===== config.mk =====
export PLATFORM = sky130hd
export DESIGN_NAME = dct_input_feeder
export DESIGN_NICKNAME = d
export VERILOG_FILES = /design/src/rtl/dct_input_feeder.sv
export SDC_FILE = /design/constraint.sdc
export NUM_CORES = 1
export LEC_CHECK = 0
export CORE_MARGIN = 2
export CORE_UTILIZATION = 35
export CTS_CLUSTER_DIAMETER = 50
export DETAILED_ROUTE_END_ITERATION = 10
export GPL_TIMING_DRIVEN = 0
export SETUP_SLACK_MARGIN = 0.05
export SLEW_MARGIN = 20
export SYNTH_ARGS = -nofsm -noshare
export SYNTH_HDL_FRONTEND = slang
export SYNTH_SLANG_ARGS = --single-unit

===== constraint.sdc =====
create_clock -name clk -period 2.4 [get_ports clk]
set_input_delay 0.36 -clock clk [delete_from_list [all_inputs] [get_ports clk]]
set_output_delay 0.36 -clock clk [all_outputs]
set_load 0.1 [all_outputs]

===== src/rtl/dct_input_feeder.sv =====
// Input feeder for the 16-point DCT: buffers serial 8-bit samples into a ping-pong bank pair
// and drains each full block as eight symmetric (x[k], x[15-k]) pairs with a start pulse.
module dct_input_feeder #(
  parameter int unsigned BLOCK_GAP = 16
) (
  input  logic       clk,
  input  logic       reset,
  input  logic       in_valid,
  input  logic [7:0] in_data,
  output logic       in_ready,
  output logic       start,
  output logic [7:0] INPUT_A,
  output logic [7:0] INPUT_B,
  output logic       busy
);

  typedef enum logic [1:0] {StIdle, StDrain, StGap} state_e;

  // GAP releases to IDLE one cycle early so the IDLE->DRAIN edge lands BLOCK_GAP after start.
  localparam logic [7:0] GapExit = 8'(BLOCK_GAP - 2);

  logic [7:0] mem_q [32];

  state_e     state_q, state_d;
  logic       wr_bank_q, wr_bank_d;
  logic       rd_bank_q, rd_bank_d;
  logic [3:0] wr_cnt_q, wr_cnt_d;
  logic [2:0] beat_q, beat_d;
  logic [1:0] full_q, full_d;
  logic [1:0] full_set, full_clr;
  logic [7:0] gap_q, gap_d;
  logic       start_q, start_d;
  logic       busy_q, busy_d;
  logic [7:0] a_q, a_d;
  logic [7:0] b_q, b_d;
  logic       accept;
  logic       load;

  assign in_ready = ~full_q[wr_bank_q];
  assign accept   = in_valid & in_ready;

  assign start   = start_q;
  assign INPUT_A = a_q;
  assign INPUT_B = b_q;
  assign busy    = busy_q;

  always_comb begin
    wr_cnt_d  = wr_cnt_q;
    wr_bank_d = wr_bank_q;
    full_set  = 2'b00;
    full_clr  = 2'b00;
    if (accept) begin
      wr_cnt_d = wr_cnt_q + 4'd1;
      if (wr_cnt_q == 4'd15) begin
        full_set[wr_bank_q] = 1'b1;
        wr_bank_d           = ~wr_bank_q;
      end
    end

    state_d   = state_q;
    rd_bank_d = rd_bank_q;
    beat_d    = beat_q;
    gap_d     = (gap_q == 8'hFF) ? gap_q : gap_q + 8'd1;
    load      = 1'b0;
    case (state_q)
      StIdle: begin
        if (full_q[rd_bank_q]) begin
          state_d = StDrain;
          beat_d  = 3'd0;
          gap_d   = 8'd0;
          load    = 1'b1;
        end
      end
      StDrain: begin
        if (beat_q != 3'd7) begin
          beat_d = beat_q + 3'd1;
          load   = 1'b1;
        end else begin
          full_clr[rd_bank_q] = 1'b1;
          rd_bank_d           = ~rd_bank_q;
          beat_d              = 3'd0;
          // Only the minimum gap allows the next block to follow with no idle cycle.
          if (BLOCK_GAP <= 8 && full_q[~rd_bank_q]) begin
            state_d = StDrain;
            gap_d   = 8'd0;
            load    = 1'b1;
          end else if (BLOCK_GAP <= 9) begin
            state_d = StIdle;
          end else begin
            state_d = StGap;
          end
        end
      end
      StGap: begin
        if (gap_q >= GapExit) begin
          state_d = StIdle;
        end
      end
      default: state_d = StIdle;
    endcase

    full_d  = (full_q | full_set) & ~full_clr;
    start_d = load && (beat_d == 3'd0);
    a_d     = load ? mem_q[{rd_bank_d, 1'b0, beat_d}] : 8'd0;
    b_d     = load ? mem_q[{rd_bank_d, 1'b1, ~beat_d}] : 8'd0;
    busy_d  = (full_d != 2'b00) || (state_d != StIdle);
  end

  always_ff @(posedge clk) begin
    if (accept) begin
      mem_q[{wr_bank_q, wr_cnt_q}] <= in_data;
    end
  end

  always_ff @(posedge clk or negedge reset) begin
    if (!reset) begin
      state_q   <= StIdle;
      wr_bank_q <= 1'b0;
      rd_bank_q <= 1'b0;
      wr_cnt_q  <= 4'd0;
      beat_q    <= 3'd0;
      full_q    <= 2'b00;
      gap_q     <= 8'd0;
      start_q   <= 1'b0;
      busy_q    <= 1'b0;
      a_q       <= 8'd0;
      b_q       <= 8'd0;
    end else begin
      state_q   <= state_d;
      wr_bank_q <= wr_bank_d;
      rd_bank_q <= rd_bank_d;
      wr_cnt_q  <= wr_cnt_d;
      beat_q    <= beat_d;
      full_q    <= full_d;
      gap_q     <= gap_d;
      start_q   <= start_d;
      busy_q    <= busy_d;
      a_q       <= a_d;
      b_q       <= b_d;
    end
  end

endmodule


==> results of run 1 <==
[cells by family (layout without fill, tap and decap cells)]
group	count (synthesis)	in the layout	share of synthesized area, %
xor gates and xnor gates	6	6	0.450
buffers and inverters	51	163	1.96
AOI/OAI and AO/OA	119	119	6.97
muxes	80	80	6.86
adders and majority gates	10	10	1.07
and+or+nand+nor	236	236	8.56
DFF	295	295	74.1
[path summary, 6_finish.rpt]
| path | slack (ps) | endpoint | from |
|---|---|---|---|
| max | -20 | INPUT_B[5] | beat_q[1] |
| min | 240 | gap_q[0] | reset |
| max reg2reg | -20 | INPUT_B[5] | beat_q[1] |
| min reg2reg | 600 | gap_q[7] | gap_q[7] |
| max in group asynchronous | 1660 | beat_q[1] | reset |
| min in group clk | 330 | mem_q[0][7] | in_data[7] |
[metal layers]
layer | track usage (%) | part of all wire [%]
met1 | 22.3 | 45
met2 | 25.5 | 48
met5 | 0 | 0
met3 | 2.28 | 4.9
met4 | 3.69 | 1.7
[critical path, stage by stage (launching register included)]
cell,delay [ps]
dfrtp_2,420
ha_4,170
ha_4,180
nor4b_4,260
a221oi_4,60
buf_12,170
clkinv_16,70
buf_16,150
clkbuf_16,150
mux2i_1,210
o22ai_2,100
o21ai_2,210
o31ai_2,120
[cell usage in the layout (no fill, tap or decap), types with 5 or more instances in the layout]
master / count
o21ai_0: 7
a32oi_1: 6
inv_1: 9
buf_12: 10
nand2_2: 6
buf_2: 11
clkinv_1: 10
dfrtp_1: 38
clkbuf_1: 8
o221ai_2: 8
clkbuf_16: 33
o22ai_1: 26
nand3_1: 14
edfxtp_1: 256
o221ai_1: 6
o21ai_2: 14
clkbuf_2: 9
buf_6: 7
nor2_1: 100
mux2i_1: 71
o21ai_1: 17
ha_1: 8
nand2_1: 48
o22ai_2: 5
buf_4: 22
dlygate4sd2_1: 18
a32oi_2: 9
mux2i_2: 5
a21oi_1: 5
nor2_4: 34
[state kept, by name, indices dropped and copies added, names as in the netlist, 2 cells and up]
name      flops
INPUT_B       8
gap_q         8
full_q        2
wr_cnt_q      4
INPUT_A       8
mem_q       256
beat_q        3
state_q       2
[metrics by stage]
step	hold WS (ps)	utilization [%]
floorplan	64.4	-
global placement	575	39.2
detailed placement	288	39.1
CTS	231	44.1
global route	263	45.0
finish	237	45.0
[layout make-up]
class	count	area [µm²]	area share [%]
clock inverter	20	191	1.30
multi-input combinational	451	3460	23.5
inverter	11	75.1	0.510
timing repair buffer	56	573	3.89
buffer	39	409	2.78
tap	442	553	3.76
sequential	295	8660	58.9
clock buffer	37	798	5.42
[what timing repair did]
| action | in CTS | in global routing |
|---|---|---|
| cloned | 4 | 1 |
| resized for setup | 138 | 48 |
| setup buffers | 13 | 8 |
| hold buffers | 1 | 0 |
| endpoints found under the hold margin | 12 | 0 |
| setup endpoints to repair | 37 | 49 |
| pin swaps | 20 | 30 |
==> results.toml, run 1 <==
[route]
wirelength_um = 27700
first_iter_violations = 594
dr.pass1.iters = 4
routedWlPerCell_um = 20.5
drc_errors = 0
viasPerCell = 5.08
routed-via-count = 6867
antenna_left = 0

[sta]
max_slew_margin_pct = 35.3
finalSetupViolCount = 3
min_period_over_period_pct = 101
clock_skew_ps = 20.6
tns_ps = -28.0
drv_slew = 0
setup_ws_ps = -18.9
final-hold-violation-count = 0
max_freq_mhz = 413
min_period_ps = 2420
worst_slew_pin_slew_ps = 964
grt_setup_unrepaired = "true"

[synth]
syn_avg_cell_area_um2 = 14.7
synth_most_common_cell = "edfxtp_1"
ys_warn_count = 0
ys_ff_latch = 295
ys_seq_area_share_pct = 74.1
async_flop_share_pct = 13.2
yosysTopAreaCellShare_pct = 65.8
synth_cells = 797
synth_enable_flop_cells = 256
synth_top_cells_by_count = "edfxtp_1, nor2_1, mux2i_1"
synth_nets = 818
ys_types = 48
yosys.area.top_type = "edfxtp_1"
netlist_area_um2 = 11700
synthTopCellsByArea = "edfxtp_1, dfrtp_1, mux2i_1, nor2_1, nand2_1"
synth-main-ff-cell = "edfxtp_1"

[setup_path]
critPathCaptureType = "register"
reg2reg_depth = 12
crit_required_ps = 2820
startpoint_type = "register"
critPathMaxFanout = 8
cp.arrival_ps = 2840
crit_type = "reg2reg"

[grt]
grt_overflow = 0
grt_start_max_net_pins = 33
grt_pass1_wl_um = 41800
grt_util_all_layers_pct = 15.7
first_global_vias = 6663
antenna_found_initial = 0

[flow_run]
maxCapViolCount = 0

[floorplan]
start_util_pct = 35.7
dieArea_um2 = 34900
rows = 66
die_w_um = 187
ioPinCount = 30
coreArea_um2 = 32700
fp.dieH_um = 187

[min_path]
hold_class = "in2async"

[placed_design]
post-place-ws_ps = -877
dp_cells = 1269
port_buffers = 29
place.gp.congestion = 0.802
hpwlAfterDp_um = 17200
placed_area_um2 = 12800

[layout]
nets = 906
layout-drive-gt1-share_pct = 24.4
diodes = 0
stdcell_area_um2 = 14700
fillers = 2886
syn_to_final_growth_pct = 26.0
stdcell_count = 1351

[clock_tree]
path_clk_slew_ps = 60
clockBufferDepth = 3
numClockSinks = 295
htree_levels = 1
insertion_delay_ps = 570
cts_buffers = 31
tritoncts = "built"
clock_tree.root_cell = "clkbuf_16"

[run_status]
violations = "setup timing"
status = "complete, but fails checks"
Power of run 1 is left out: the tool's default activity adds up to more than one toggle a clock period on the data nets, which glitch-free logic cannot reach.
==> run 2, diff against run 1 <==
==> constraint.sdc (replaced) <==
create_clock -name clk -period 2.1 [get_ports clk]
set_input_delay 0.315 -clock clk [delete_from_list [all_inputs] [get_ports clk]]
set_output_delay 0.315 -clock clk [all_outputs]
set_load 0.1 [all_outputs]
==> results.toml, run 2 (same netlist as run 1, synthesis figures left out) <==
[setup_path]
rrSetupSlack_ps = -320
critPathBufInv = 4
slowest_delay_ps = 440
crit_start = "beat_q[1]"
crit_required_ps = 2560
crit_chain = "ha_4 > ha_4 > nor4b_4 > a221oi_4 > buf_12 > inv_16 > buf_12 > buf_12 > nand2_1 > a32oi_2 > o221ai_2 > o21ai_2"
cp_common_cell = "buf_12"
cp_slowest_cell = "dfrtp_2"
reg2reg_depth = 12
critical_path.top_delay_family = "compound AO/OA/AOI/OAI gates"
cp.arrival_ps = 2880
startpoint_type = "register"
critPathCaptureType = "register"
crit_type = "reg2reg"
critPathMaxFanout = 7
rr_startpoint = "beat_q[1]"
r2r_end = "INPUT_B[3]"

[sta]
hold_slack_ps = 176
setup_ws_ps = -323
max_freq_mhz = 413
final-hold-violation-count = 0
grt_setup_unrepaired = "true"
min_period_ps = 2420
drv_slew = 0
max_slew_margin_pct = 28.9
worst_slew_pin_slew_ps = 1060
min_period_over_period_pct = 115
clock_skew_ps = 19.8
finalSetupViolCount = 16
tns_ps = -4160

[layout]
fin_util_pct = 46.0
final_common_cell = "edfxtp_1"
layout-drive-gt1-share_pct = 29.0
regMostFlops = "mem_q"
diodes = 0
syn_to_final_growth_pct = 28.8
layout_common_cells = "edfxtp_1, nor2_1, mux2i_1, nand2_1, dfrtp_1"
largest_register_ffs = 256
nets = 917

[route]
dr_wl_met2_um = 14200
first_iter_violations = 554
drc_errors = 0
routed-via-count = 7078
viasPerCell = 5.20
dr.pass1.iters = 7
wl_met1_um = 12400
wirelength_um = 28600
met3WireLength_um = 1320
antenna_left = 0
routedWlPerCell_um = 21.0
highest_layer = "met4"

[flow_run]
maxCapViolCount = 0

[run_status]
violations = "setup timing"
status = "complete, but fails checks"

[clock_tree]
htree_levels = 1
tritoncts = "built"
insertion_delay_ps = 560
clock_tree.root_cell = "clkbuf_16"
path_clk_slew_ps = 60
clockBufferDepth = 3
numClockSinks = 295
cts_buffers = 31

[grt]
antenna_found_initial = 0
first_global_vias = 7053
grt_start_max_net_pins = 33
grt_pass1_wl_um = 42900
grt_overflow = 0
grt_util_all_layers_pct = 16.0

[placed_design]
hpwlAfterDp_um = 17700
place.gp.congestion = 0.795
port_buffers = 29
post-place-ws_ps = -861

[floorplan]
ioPinCount = 30
fp.dieH_um = 187
dieArea_um2 = 34900
die_w_um = 187
start_util_pct = 35.7
coreArea_um2 = 32700
rows = 66

[min_path]
hold_class = "in2async"
==> run 2: final cells by class <==
cell class,count,area [µm²]
Buffer,37,427
Clock buffer,32,779
Clock inverter,25,277
Fill cell,2852,17600
Inverter,11,65.1
Multi-Input combinational cell,451,3580
Sequential cell,295,8670
Tap cell,442,553
Timing Repair Buffer,69,708
==> run 2: metrics by stage <==
stage	std cells	area, µm²
after floorplan	797	12100
after global placement	1268	13000
after detailed placement	1269	13000
after CTS	1357	14900
after global routing	1362	15100
final	1362	15100
==> run 2: worst reg2reg max path: cells and delay by family, from the launching register on <==
kind	cells	cell delay [ps]
buffers and inverters	4	540
AO/OA/AOI/OAI	4	670
AND/OR/NAND/NOR	2	330
adder cells (fa/ha/maj)	2	350
flip-flops	1	440
==> run 2: worst max-delay path by stage <==
stage / to / slack (ps) / depth (start not counted)
6_report: INPUT_B[3] / -320 / 12
5_1_grt: INPUT_B[2] / -400 / 12
4_1_cts: INPUT_B[2] / -320 / 12
3_5_place_dp: INPUT_B[2] / -860 / 9
3_3_place_gp: INPUT_B[2] / -870 / 9
2_1_floorplan: mem_q[31][0] / -180 / 7
==> run 2: per-layer routing <==
| layer | vias up | global-route usage, % |
|---|---|---|
| met4 | 0 | 5.31 |
| met5 | - | 0 |
| met3 | 49 | 1.88 |
| li1 | 3216 | - |
| met2 | 199 | 27.4 |
| met1 | 3614 | 21.3 |
==> run 2: repair_timing <==
action | CTS | global route
hold buffers | 1 | 0
resized for setup | 179 | 29
buffers inserted | 29 | 5
cloned | 3 | 1
pin swaps | 26 | 20
setup endpoints to repair | 79 | 36
endpoints found under the hold margin | 39 | 0
Power of run 2 is left out for the same reason.
